<file path="src/rtl/life_pkg.sv">
// rtl/life_pkg.sv - shared Game of Life board geometry, board type and loader states
//
// Purpose: constants and types shared by the board loader and the generation
// engine so that both sides agree on board width and cell indexing
// (cell index = row*GRID_DIM + col).
// Ports: none (package).
package life_pkg;

  localparam int GRID_DIM  = 16;
  localparam int CELLS     = GRID_DIM * GRID_DIM;
  localparam int BYTE_W    = 8;
  localparam int NUM_BYTES = CELLS / BYTE_W;

  typedef logic [CELLS-1:0] board_t;

  typedef enum logic [1:0] {
    IDLE,
    LOAD,
    COMMIT
  } loader_state_e;

endpackage

</file>
<file path="src/rtl/board_loader.sv">
// rtl/board_loader.sv - assembles a full board from a byte stream, double-buffered
//
// Purpose: bytes are collected in a shadow register; the visible board is only
// updated when the last byte of a frame arrives, so the engine never observes
// a partially written board.
// Ports:
//   clk          system clock, all logic on posedge
//   reset        synchronous active-high reset
//   in_data      BYTE_W cells, in_data[0] is the lowest-indexed cell
//   in_valid     in_data/in_sof valid this cycle
//   in_sof       first byte of a frame (qualified by in_valid)
//   in_ready     byte is accepted this cycle when in_valid is also high
//   hold         engine freeze request, only stalls the input
//   board        last complete board
//   board_valid  one-cycle pulse when board is updated
//   busy         a frame is partially loaded
//   frame_err    one-cycle pulse on a framing error
module board_loader #(
  parameter int CELLS  = life_pkg::CELLS,
  parameter int BYTE_W = life_pkg::BYTE_W
) (
  input  logic              clk,
  input  logic              reset,
  input  logic [BYTE_W-1:0] in_data,
  input  logic              in_valid,
  input  logic              in_sof,
  output logic              in_ready,
  input  logic              hold,
  output logic [CELLS-1:0]  board,
  output logic              board_valid,
  output logic              busy,
  output logic              frame_err
);

  localparam int NBYTES = CELLS / BYTE_W;
  localparam int CNT_W  = $clog2(NBYTES);

  import life_pkg::*;

  if ((CELLS % BYTE_W) != 0 || NBYTES < 2) begin : g_bad_params
    $error("board_loader: CELLS must be a multiple of BYTE_W and hold at least two bytes");
  end

  loader_state_e     state_q, state_d;
  logic [CNT_W-1:0]  cnt_q, cnt_d;
  logic [CELLS-1:0]  shadow_q, shadow_d;
  logic [CELLS-1:0]  board_q, board_d;
  logic              board_valid_q, board_valid_d;
  logic              frame_err_q, frame_err_d;
  logic              accept;

  assign in_ready    = !reset && !hold && (state_q != COMMIT);
  assign accept      = in_valid && in_ready;
  assign board       = board_q;
  assign board_valid = board_valid_q;
  assign frame_err   = frame_err_q;
  assign busy        = (state_q == LOAD);

  always_comb begin
    state_d       = state_q;
    cnt_d         = cnt_q;
    shadow_d      = shadow_q;
    board_d       = board_q;
    board_valid_d = 1'b0;
    frame_err_d   = 1'b0;

    case (state_q)
      IDLE: begin
        if (accept) begin
          if (in_sof) begin
            shadow_d[BYTE_W-1:0] = in_data;
            cnt_d                = CNT_W'(1);
            state_d              = LOAD;
          end else begin
            // Stray byte outside a frame: dropped and flagged.
            frame_err_d = 1'b1;
          end
        end
      end

      LOAD: begin
        if (accept) begin
          if (in_sof) begin
            // Restart: the partial frame is abandoned and this byte becomes byte 0.
            // Stale shadow bits are harmless; every byte is rewritten before commit.
            frame_err_d          = 1'b1;
            shadow_d[BYTE_W-1:0] = in_data;
            cnt_d                = CNT_W'(1);
          end else begin
            shadow_d[int'(cnt_q)*BYTE_W +: BYTE_W] = in_data;
            if (cnt_q == CNT_W'(NBYTES - 1)) begin
              // The last byte bypasses the shadow so board loads on the same edge.
              board_d       = {in_data, shadow_q[CELLS-BYTE_W-1:0]};
              board_valid_d = 1'b1;
              cnt_d         = '0;
              state_d       = COMMIT;
            end else begin
              cnt_d = cnt_q + CNT_W'(1);
            end
          end
        end
      end

      COMMIT: begin
        state_d = IDLE;
      end

      default: begin
        state_d = IDLE;
        cnt_d   = '0;
      end
    endcase
  end

  always_ff @(posedge clk) begin
    if (reset) begin
      state_q       <= IDLE;
      cnt_q         <= '0;
      shadow_q      <= '0;
      board_q       <= '0;
      board_valid_q <= 1'b0;
      frame_err_q   <= 1'b0;
    end else begin
      state_q       <= state_d;
      cnt_q         <= cnt_d;
      shadow_q      <= shadow_d;
      board_q       <= board_d;
      board_valid_q <= board_valid_d;
      frame_err_q   <= frame_err_d;
    end
  end

endmodule

</file>
<file path="config.mk">
export PLATFORM = sky130hd
export DESIGN_NAME = board_loader
export DESIGN_NICKNAME = d
export VERILOG_FILES = /design/src/rtl/life_pkg.sv /design/src/rtl/board_loader.sv
export SDC_FILE = /design/constraint.sdc
export NUM_CORES = 1
export LEC_CHECK = 0
export BUFFER_PORTS_ARGS = -buffer_cell sky130_fd_sc_hd__buf_4
export CORE_MARGIN = 2
export CORE_UTILIZATION = 47
export CTS_CLUSTER_SIZE = 25
export DETAILED_ROUTE_END_ITERATION = 7
export GPL_TIMING_DRIVEN = 0
export PLACE_DENSITY = 0.67
export SYNTH_ARGS = -nofsm -noshare
export SYNTH_HDL_FRONTEND = slang
export SYNTH_SLANG_ARGS = --single-unit
</file>
<file path="constraint.sdc">
create_clock -name clk -period 5.1 [get_ports clk]
set_input_delay 0.255 -clock clk [delete_from_list [all_inputs] [get_ports clk]]
set_output_delay 0.255 -clock clk [all_outputs]
set_load 0.01 [all_outputs]
</file>
---- Yosys cells after proc, flatten, opt, wreduce, memory -nomap -nowiden ----
Cells that the tools add are included.
word-level totals
  register bits after elaboration ......... 521
  latch bits .............................. 0
  bits in writable memories ............... 0
  memory bits (read-only) ................. 0
  bits of input ports ..................... 13
  output and inout bits ................... 260
  memories kept ........................... 0
cells by class
  add/subtract/negate cells ............... 2
  $mul .................................... 0
  divide/modulo/power cells ............... 0
  magnitude comparators ................... 0
  eq/ne operators ......................... 9
  shifts and indexed selects .............. 2
  mux-type cells .......................... 24
  bitwise gates (word level) .............. 4
  reductions and logical operators ........ 13
operators with widths
  operator                                                 count
  bitwise mux 256 bit                                      1
  variable shift 8 x 33 -> 256 bit (first input constant)  1
  variable part select 8 x 33 -> 256 bit                   1
  negator 8 -> 33 bit                                      1
  2-to-1 mux 8 bit                                         4
  2-to-1 mux 5 bit                                         5
  case mux 8 bit (2 select lines)                          1
  case mux 5 bit (3 select lines)                          1
  AND reduction 4 bit                                      3
  2-to-1 mux 2 bit                                         5
  inequality test 2 bit (second input constant)            4
  adder 5 x 1 -> 5 bit (second input constant)             1
  == test 5 bit (second input constant)                    1
  2-to-1 mux 1 bit                                         5
  AND reduction 5 bit                                      1
  inequality test 2 x 1 -> 1 bit (second input constant)   2
  inverter 1 bit                                           4
  case mux 2 bit (2 select lines)                          1
  OR reduction 4 bit                                       1
  logical AND 1 bit                                        3
  AND reduction 3 bit                                      1
  == test 2 x 1 -> 1 bit (second input constant)           1
  == test 2 bit (second input constant)                    1
  zero test 1 bit                                          2
  other kinds (3)                                          3

---- Longest topological paths before layout ----
Gate-level depths: netlist (run 1).
  depth after elaboration ................. 6
  gate-level depth with buffers ........... 13
  gate-level depth less buffers ........... 9

---- Least setup slack after synthesis (run 1) ----
OpenSTA, ideal clock, no wires.
  path kind ............................... reg-to-reg
  start ................................... register cnt_q[0]
  end ..................................... register shadow_q[179]
  library setup time ...................... 0.116 ns
  arrival time ............................ 2.677 ns
  data required time ...................... 4.984 ns
  setup slack ............................. 2.306 ns
  cell stages (with the launch flop) ...... 13
  period minus slack after synthesis ...... 2.794 ns
  cell sequence ........................... dfxtp_1 buf_2 inv_2 ha_1 or2b_1 nor2_1 ha_1 nor2_1 and4_1 clkbuf_1 buf_6 nand3_4 a31o_2
on the way
  word-level cells in the longest chain between the ends .. 3
  elaborated cells on any way between the ends .. 4
  those cells by class .................... add/sub: 1; shift: 2; mux: 1
RTL lines
  element                                                                                            line                 RTL
  from (decl)                                                                                        board_loader.sv:45   logic [CNT_W-1:0] cnt_q, cnt_d;
  from (signal assigned)                                                                             board_loader.sv:125  cnt_q <= cnt_d;
  negator 8 -> 33 bit *                                                                              board_loader.sv:90   shadow_d[int'(cnt_q)*BYTE_W +: BYTE_W] = in_data;
  variable part select 8 x 33 -> 256 bit / variable shift 8 x 33 -> 256 bit (equally long branches)  board_loader.sv:90
  bitwise mux 256 bit *                                                                              board_loader.sv:90
  to (signal assigned)                                                                               board_loader.sv:126  shadow_q <= shadow_d;
  to (decl)                                                                                          board_loader.sv:46   logic [CELLS-1:0] shadow_q, shadow_d;
Every way passes the cells marked *; elsewhere a longest branch is shown, timed or not.
A chain may end at the register's enable or synchronous reset.

---- Worst setup path in the final report (run 1) ----
  start ................................... register cnt_q[0]
  end ..................................... register shadow_q[120]
The elaborated chain is that of the path after synthesis.

==> results.txt, run 1 <==
Final Power -> 8120 uW
Post-synthesis mux area share -> 10.4%
Fin Setup TNS -> 0 ps
Final net count -> 2636
Post-DP HPWL -> 48300 um
Final Max Slew Viols -> 0
Vias per inst -> 5.50
Core footprint -> 41900 um2
Place WS -> 1670 ps
Final setup margin -> 1590 ps
Yosys warns -> 0
Antenna diodes -> 0
PortBufs -> 267
Element type at the critical path end -> flop
Actual slew at the worst max-slew pin -> 1270 ps
Initial core utilization -> 47.5%
Initial antenna violation count -> 1
Min cycle time layout -> 3510 ps
Post-synthesis compound-gate area fraction -> 9.73%
#FFs+latches synth -> 513
Routed via count -> 17600
Async set or reset register ratio after synthesis -> 0%
Startpoint Class -> flop
Post-synth EDFFs -> 0
Area contributors post-synth -> dfxtp_1 52%, nand2_1 14%, mux2i_1 10%
Synth area leader -> dfxtp_1
Endpoints failing setup -> 0
Clk sinks -> 513
First-pass GRT wire length -> 99700 um
Area grow syn2layout -> 22.2%
Clock transition at the registers of the reported paths -> 60 ps
Adder-cell share of the synthesized area -> 0.377%
Sequential cell area fraction in the yosys report -> 51.6%
Sequential power share -> 49.4%
Hold WC Path Type -> in -> reg
Clock latency on the worst-skew pair -> 620 ps
Full die area -> 44000 um2
DIE HEIGHT -> 210 um
Fin. Hold Viols -> 0
Routability Congestion -> 0.960
CP required -> 5630 ps
Routed Antenna Nets -> 0
DRT iter0 DRCs -> 1332
Post-route DRC -> 0
Most common flop cell mapped by yosys -> dfxtp_1
Maximum clock frequency -> 0.285 GHz
Main combinational cell family by area after synthesis -> simple AND/OR/NAND/NOR gates
Most crowded layer after global routing -> met2
Cell Area, Synth -> 19900 um2
DRT Wirelength -> 66600 um
Pleak -> 0.00982 uW
H-tree levels -> 2
Xor-xnor portion of the synthesized cell area -> 0.182%
Largest net degree at the start of global routing -> 14
WL per Instance -> 20.8 um
Sw Share -> 22.2%
IO Count -> 273
CP Class -> reg -> reg
Max Buffers Root-to-Sink -> 3
P_sw -> 1800 uW
Post-CTS setup buffer count -> 0
Row count -> 75
Syn_area_per_cell -> 8.67 um2
Worst Path Max Fanout -> 10
Vias in the first global route -> 17000
Clk pwr share -> 47.6%
Simple logic cell fraction of the synthesized area -> 23.2%
Fillers -> 3772
Gr usage total -> 29.5%
CTS buffer count -> 51
Cell Pwr Density -> 334 nW/um2
Clock Skew -> 20.3 ps
Period utilisation layout -> 68.8%
Maximum capacitance violations -> 0
Met3 Use GR -> 4.73%
Internal -> 6320 uW
Syn_nets -> 2315
Share of the synthesized area in the top cell type -> 51.6%
Post-CTS Resized -> 0
Synth unique cells -> 57
GRT overflow -> 0
Gate count of the mapped netlist -> 2296
Final non-filler cell total -> 3196
Die width -> 210 um
RSZ-0062 raised after global routing -> no
Share of cells above drive strength 1 -> 17.6%
Status -> finished clean
CP arrival -> 4040 ps
Combinational share of power -> 3.0%
CTS tree -> built
Pre-Repair DR Iteration Count -> 5
Placed Cells incl. Taps -> 3102
Root Buffer -> clkbuf_16
Hold_ws -> 112 ps
Slew Limit Headroom -> 15.5%
Hold_buf cts -> 1
Met2 Use GR -> 49.1%
VDD IR max -> 216 uV
M1 GR Usage -> 38.5%
-- logic make-up (layout without fill, tap and decap cells) --
logic type               count (synthesis)  in the layout
buffers and inverters                  202            563
multiplexers                           205            205
AO/OA/AOI/OAI                          352            352
AND/OR/NAND/NOR                       1016           1016
flip-flops                             513            513
adder cells (fa/ha/maj)                  6              6
XOR/XNOR                                 2              2
-- synth_stat cells, types with 2 or more instances --
library cell	instances
nand4_2	3
inv_1	8
nand2b_1	6
buf_4	4
nor2b_1	18
nand2_1	738
mux2i_1	198
inv_2	2
or3b_2	2
o311ai_0	8
dfxtp_1	513
ha_1	6
nor4_1	6
or4_1	5
nor2_1	9
buf_2	50
and4_1	3
clkbuf_1	129
nand3_4	13
nor2_2	4
a22o_1	8
nor3_1	4
o31ai_1	19
nand3_2	10
buf_6	7
nand3_1	132
mux2_2	7
and2_1	7
nor4b_1	8
and3_1	7
o21ai_0	15
a31o_2	8
nor3b_1	2
or4b_1	2
nand4_1	27
nor3_4	3
a21oi_1	285
-- metal layers --
| metal | share of wire, % | vias to the layer above |
|---|---|---|
| met5 | 0 | - |
| met4 | 3.8 | 0 |
| met3 | 6.8 | 135 |
| met2 | 47 | 669 |
| met1 | 43 | 8424 |
| li1 | - | 8362 |
-- state kept, by name, indices dropped and copies added, names as in the netlist --
signal	flops
board	256
shadow_q	248
cnt_q	5
state_q	2
board_valid	1
frame_err	1
-- per-stage QoR --
| step | utilization (%) | cell area, um2 |
|---|---|---|
| global placement | 53.9 | 22600 |
| floorplan | - | 19900 |
| detailed placement | 53.9 | 22600 |
| CTS | 58.1 | 24300 |
| finish | 58.1 | 24300 |
| global route | 58.1 | 24300 |
-- placed cells by master (no fill, tap or decap), types with 8 or more instances in the layout --
master       n
a21oi_1    285
a22o_1       8
a31o_2       8
buf_2       50
buf_4      271
clkbuf_1   142
clkbuf_16   52
clkbuf_8    13
clkinv_2     8
dfxtp_1    513
inv_1        8
mux2i_1    198
nand2_1    738
nand3_1    132
nand3_2     10
nand3_4     13
nand4_1     27
nor2_1       9
nor2b_1     18
nor4b_1      8
o21ai_0     15
o311ai_0     8
o31ai_1     19
-- path summary, 6_finish.rpt --
path / cells past startpoint / slack, ps / from / endpoint
worst max-delay path: 12 / 1590 / cnt_q[0] / shadow_q[120]
worst max register to register: 12 / 1590 / cnt_q[0] / shadow_q[120]
worst min-delay path: 4 / 110 / reset / cnt_q[0]
worst min register to register: 2 / 450 / board[210] / board[210]
-- power by group through the flow --
| stage | registers [uW] | logic (uW) | clock network [uW] |
|---|---|---|---|
| 3_5_place_dp | 4100 | 235 | 0 |
| 3_3_place_gp | 4100 | 233 | 0 |
| 6_report | 4010 | 244 | 3870 |
| 5_1_grt | 4010 | 253 | 4050 |
| 4_1_cts | 4010 | 237 | 3890 |
| 2_1_floorplan | 4100 | 132 | 0 |
-- critical path: stages, from the launching register on --
cell,delay (ps)
dfxtp_1,340
buf_2,230
inv_2,150
ha_1,340
or2b_1,230
nor2_1,50
ha_1,430
nor2b_1,270
and3_1,180
clkbuf_1,390
and4_1,240
buf_2,310
mux2i_1,250
-- layout make-up --
class	instances	area, um2	share of cell area [%]
repair buffers	268	2010	8.29
clock inverters	15	194	0.798
flip-flops and latches	513	10300	42.2
plain buffers	192	862	3.55
inverters	10	37.5	0.154
well taps	539	674	2.77
clock buffers	78	1530	6.29
multi-input cells	1581	8730	35.9
(Power assumes the default switching activity.)
==> run 2: changes to the inputs <==
PLACE_DENSITY = 0.7   (was 0.67)
clock period = 3 ns   (was 5.1 ns; I/O delays follow)
==> run 2 against run 1 <==
Combinational power up 70%. Critical path type unchanged. Via count up 1.6%. Sequential cell count unchanged. Power up 69%. Sequential share of layout area down 0.24 points. Register-to-register slack worse by 1600 ps. Sequential power up 70%. Setup slack worse by 1600 ps. First-iteration DRC count up 9.7%. Routed wire length down 0.59%. Fmax up 18%. Clock skew up 8.1 ps. Highest routed layer is now met5.
==> results.txt, run 2 (synthesis results as in run 1) <==
Status -> finished clean
Footprint of the multi-input gates -> 8800 um2
Core footprint -> 41900 um2
CP arrival -> 3470 ps
CTS tree -> built
Hold WC Path Type -> in -> reg
DRT Wirelength -> 66200 um
RSZ-0062 raised after global routing -> no
IO Count -> 273
Clock latency on the worst-skew pair -> 600 ps
FF/Latch Area -> 10300 um2
Vias in the first global route -> 17100
Share of cells above drive strength 1 -> 18.8%
Final Max Slew Viols -> 0
H-tree levels -> 2
Full die area -> 44000 um2
Post-DP HPWL -> 48200 um
Clk sinks -> 513
VDD IR max -> 364 uV
Period utilisation layout -> 99.1%
Startpoint Class -> flop
Most crowded layer after global routing -> met2
Max Buffers Root-to-Sink -> 3
CP required -> 3500 ps
Maximum clock frequency -> 0.336 GHz
GRT overflow -> 0
Maximum capacitance violations -> 0
Area after DPL -> 22600 um2
DRT iter0 DRCs -> 1461
Worst Path Max Fanout -> 10
Vias per inst -> 5.59
Endpoints failing setup -> 0
Pleak -> 0.00986 uW
First-pass GRT wire length -> 99400 um
Row count -> 75
CP Class -> reg -> reg
Die width -> 210 um
Gr usage total -> 29.3%
Largest net degree at the start of global routing -> 16
Slew Limit Headroom -> 19.3%
PortBufs -> 267
Clock transition at the registers of the reported paths -> 70 ps
Fin. Hold Viols -> 0
Final instance area -> 24500 um2
Post-route DRC -> 0
Routed via count -> 17900
Largest register FFs -> 256
M1 GR Usage -> 38.6%
Pre-Repair DR Iteration Count -> 5
Hold_ws -> 31.6 ps
Cell Pwr Density -> 561 nW/um2
Actual slew at the worst max-slew pin -> 1210 ps
DIE HEIGHT -> 210 um
Fillers -> 3752
Commonest cells after routing, fill and taps aside -> 738 x nand2_1, 513 x dfxtp_1, 284 x a21oi_1
Element type at the critical path end -> flop
Initial antenna violation count -> 1
Area grow syn2layout -> 22.9%
Met3 Use GR -> 5.30%
Routed Antenna Nets -> 0
Routability Congestion -> 0.965
Initial core utilization -> 47.5%
Commonest non-fill, non-tap cell in the layout -> nand2_1
CTS buffer count -> 50
Min cycle time layout -> 2970 ps
Final net count -> 2641
Met2 Use GR -> 47.3%
WL per Instance -> 20.7 um
Clock Skew -> 28.4 ps
Root Buffer -> clkbuf_16
-- run 2: critical path, stage by stage, from the launching register on --
cell and delay (ps):
dfxtp_1 530, inv_1 130, ha_4 210, or4b_1 210, buf_6 160, and2_1 300, clkbuf_1 930, nand2_1 210
mux2i_1 190
-- run 2: where the power goes --
part / switching [uW] / leakage, uW / internal [uW]
registers: 3.46 / 0.00413 / 6820
logic: 336 / 0.00490 / 79.8
clock network: 2720 / 0.000832 / 3750
-- run 2: routing by layer --
| layer | part of all wire (%) | up-vias |
|---|---|---|
| li1 | - | 8401 |
| met1 | 42 | 8504 |
| met2 | 46 | 785 |
| met3 | 8.0 | 180 |
| met4 | 4.5 | 2 |
| met5 | 0.012 | - |
-- run 2: final timing paths --
kind	cells after the start	slack (ps)	start	to
min reg2reg	2	450	shadow_q[193]	board[193]
min	4	30	reset	cnt_q[0]
max reg2reg	8	30	cnt_q[1]	shadow_q[195]
max	8	30	cnt_q[1]	shadow_q[195]
-- run 2: through the flow --
step | std cells | power (uW) | setup slack (ps) | util, % | TNS, ps
global route | 3195 | 14000 | 0.000222 | 58.4 | 0
global placement | 3102 | 7360 | -387 | 53.9 | -54980
CTS | 3190 | 13700 | 2.32 | 58.2 | 0
floorplan | 2296 | 7200 | 206 | - | 0
finish | 3196 | 13700 | 27.0 | 58.4 | 0
detailed placement | 3102 | 7360 | -390 | 53.9 | -69540
-- run 2: what timing repair did --
action / CTS / global route
hold endpoints to repair: 4 / 0
buffers inserted: 1 / 6
pin swaps: 1 / 2
setup endpoints to repair: 425 / 384
hold buffers: 3 / 0
gates resized for setup: 13 / 27
-- run 2: final cells by class --
| type | count | share of cell area, % |
|---|---|---|
| sequential | 513 | 42.0 |
| multi-input combinational | 1581 | 36.0 |
| timing repair buffer | 277 | 8.64 |
| clock buffer | 62 | 5.76 |
| buffer | 189 | 3.59 |
| tap | 539 | 2.76 |
| clock inverter | 24 | 1.09 |
| inverter | 10 | 0.164 |
| antenna | 1 | 0.0102 |
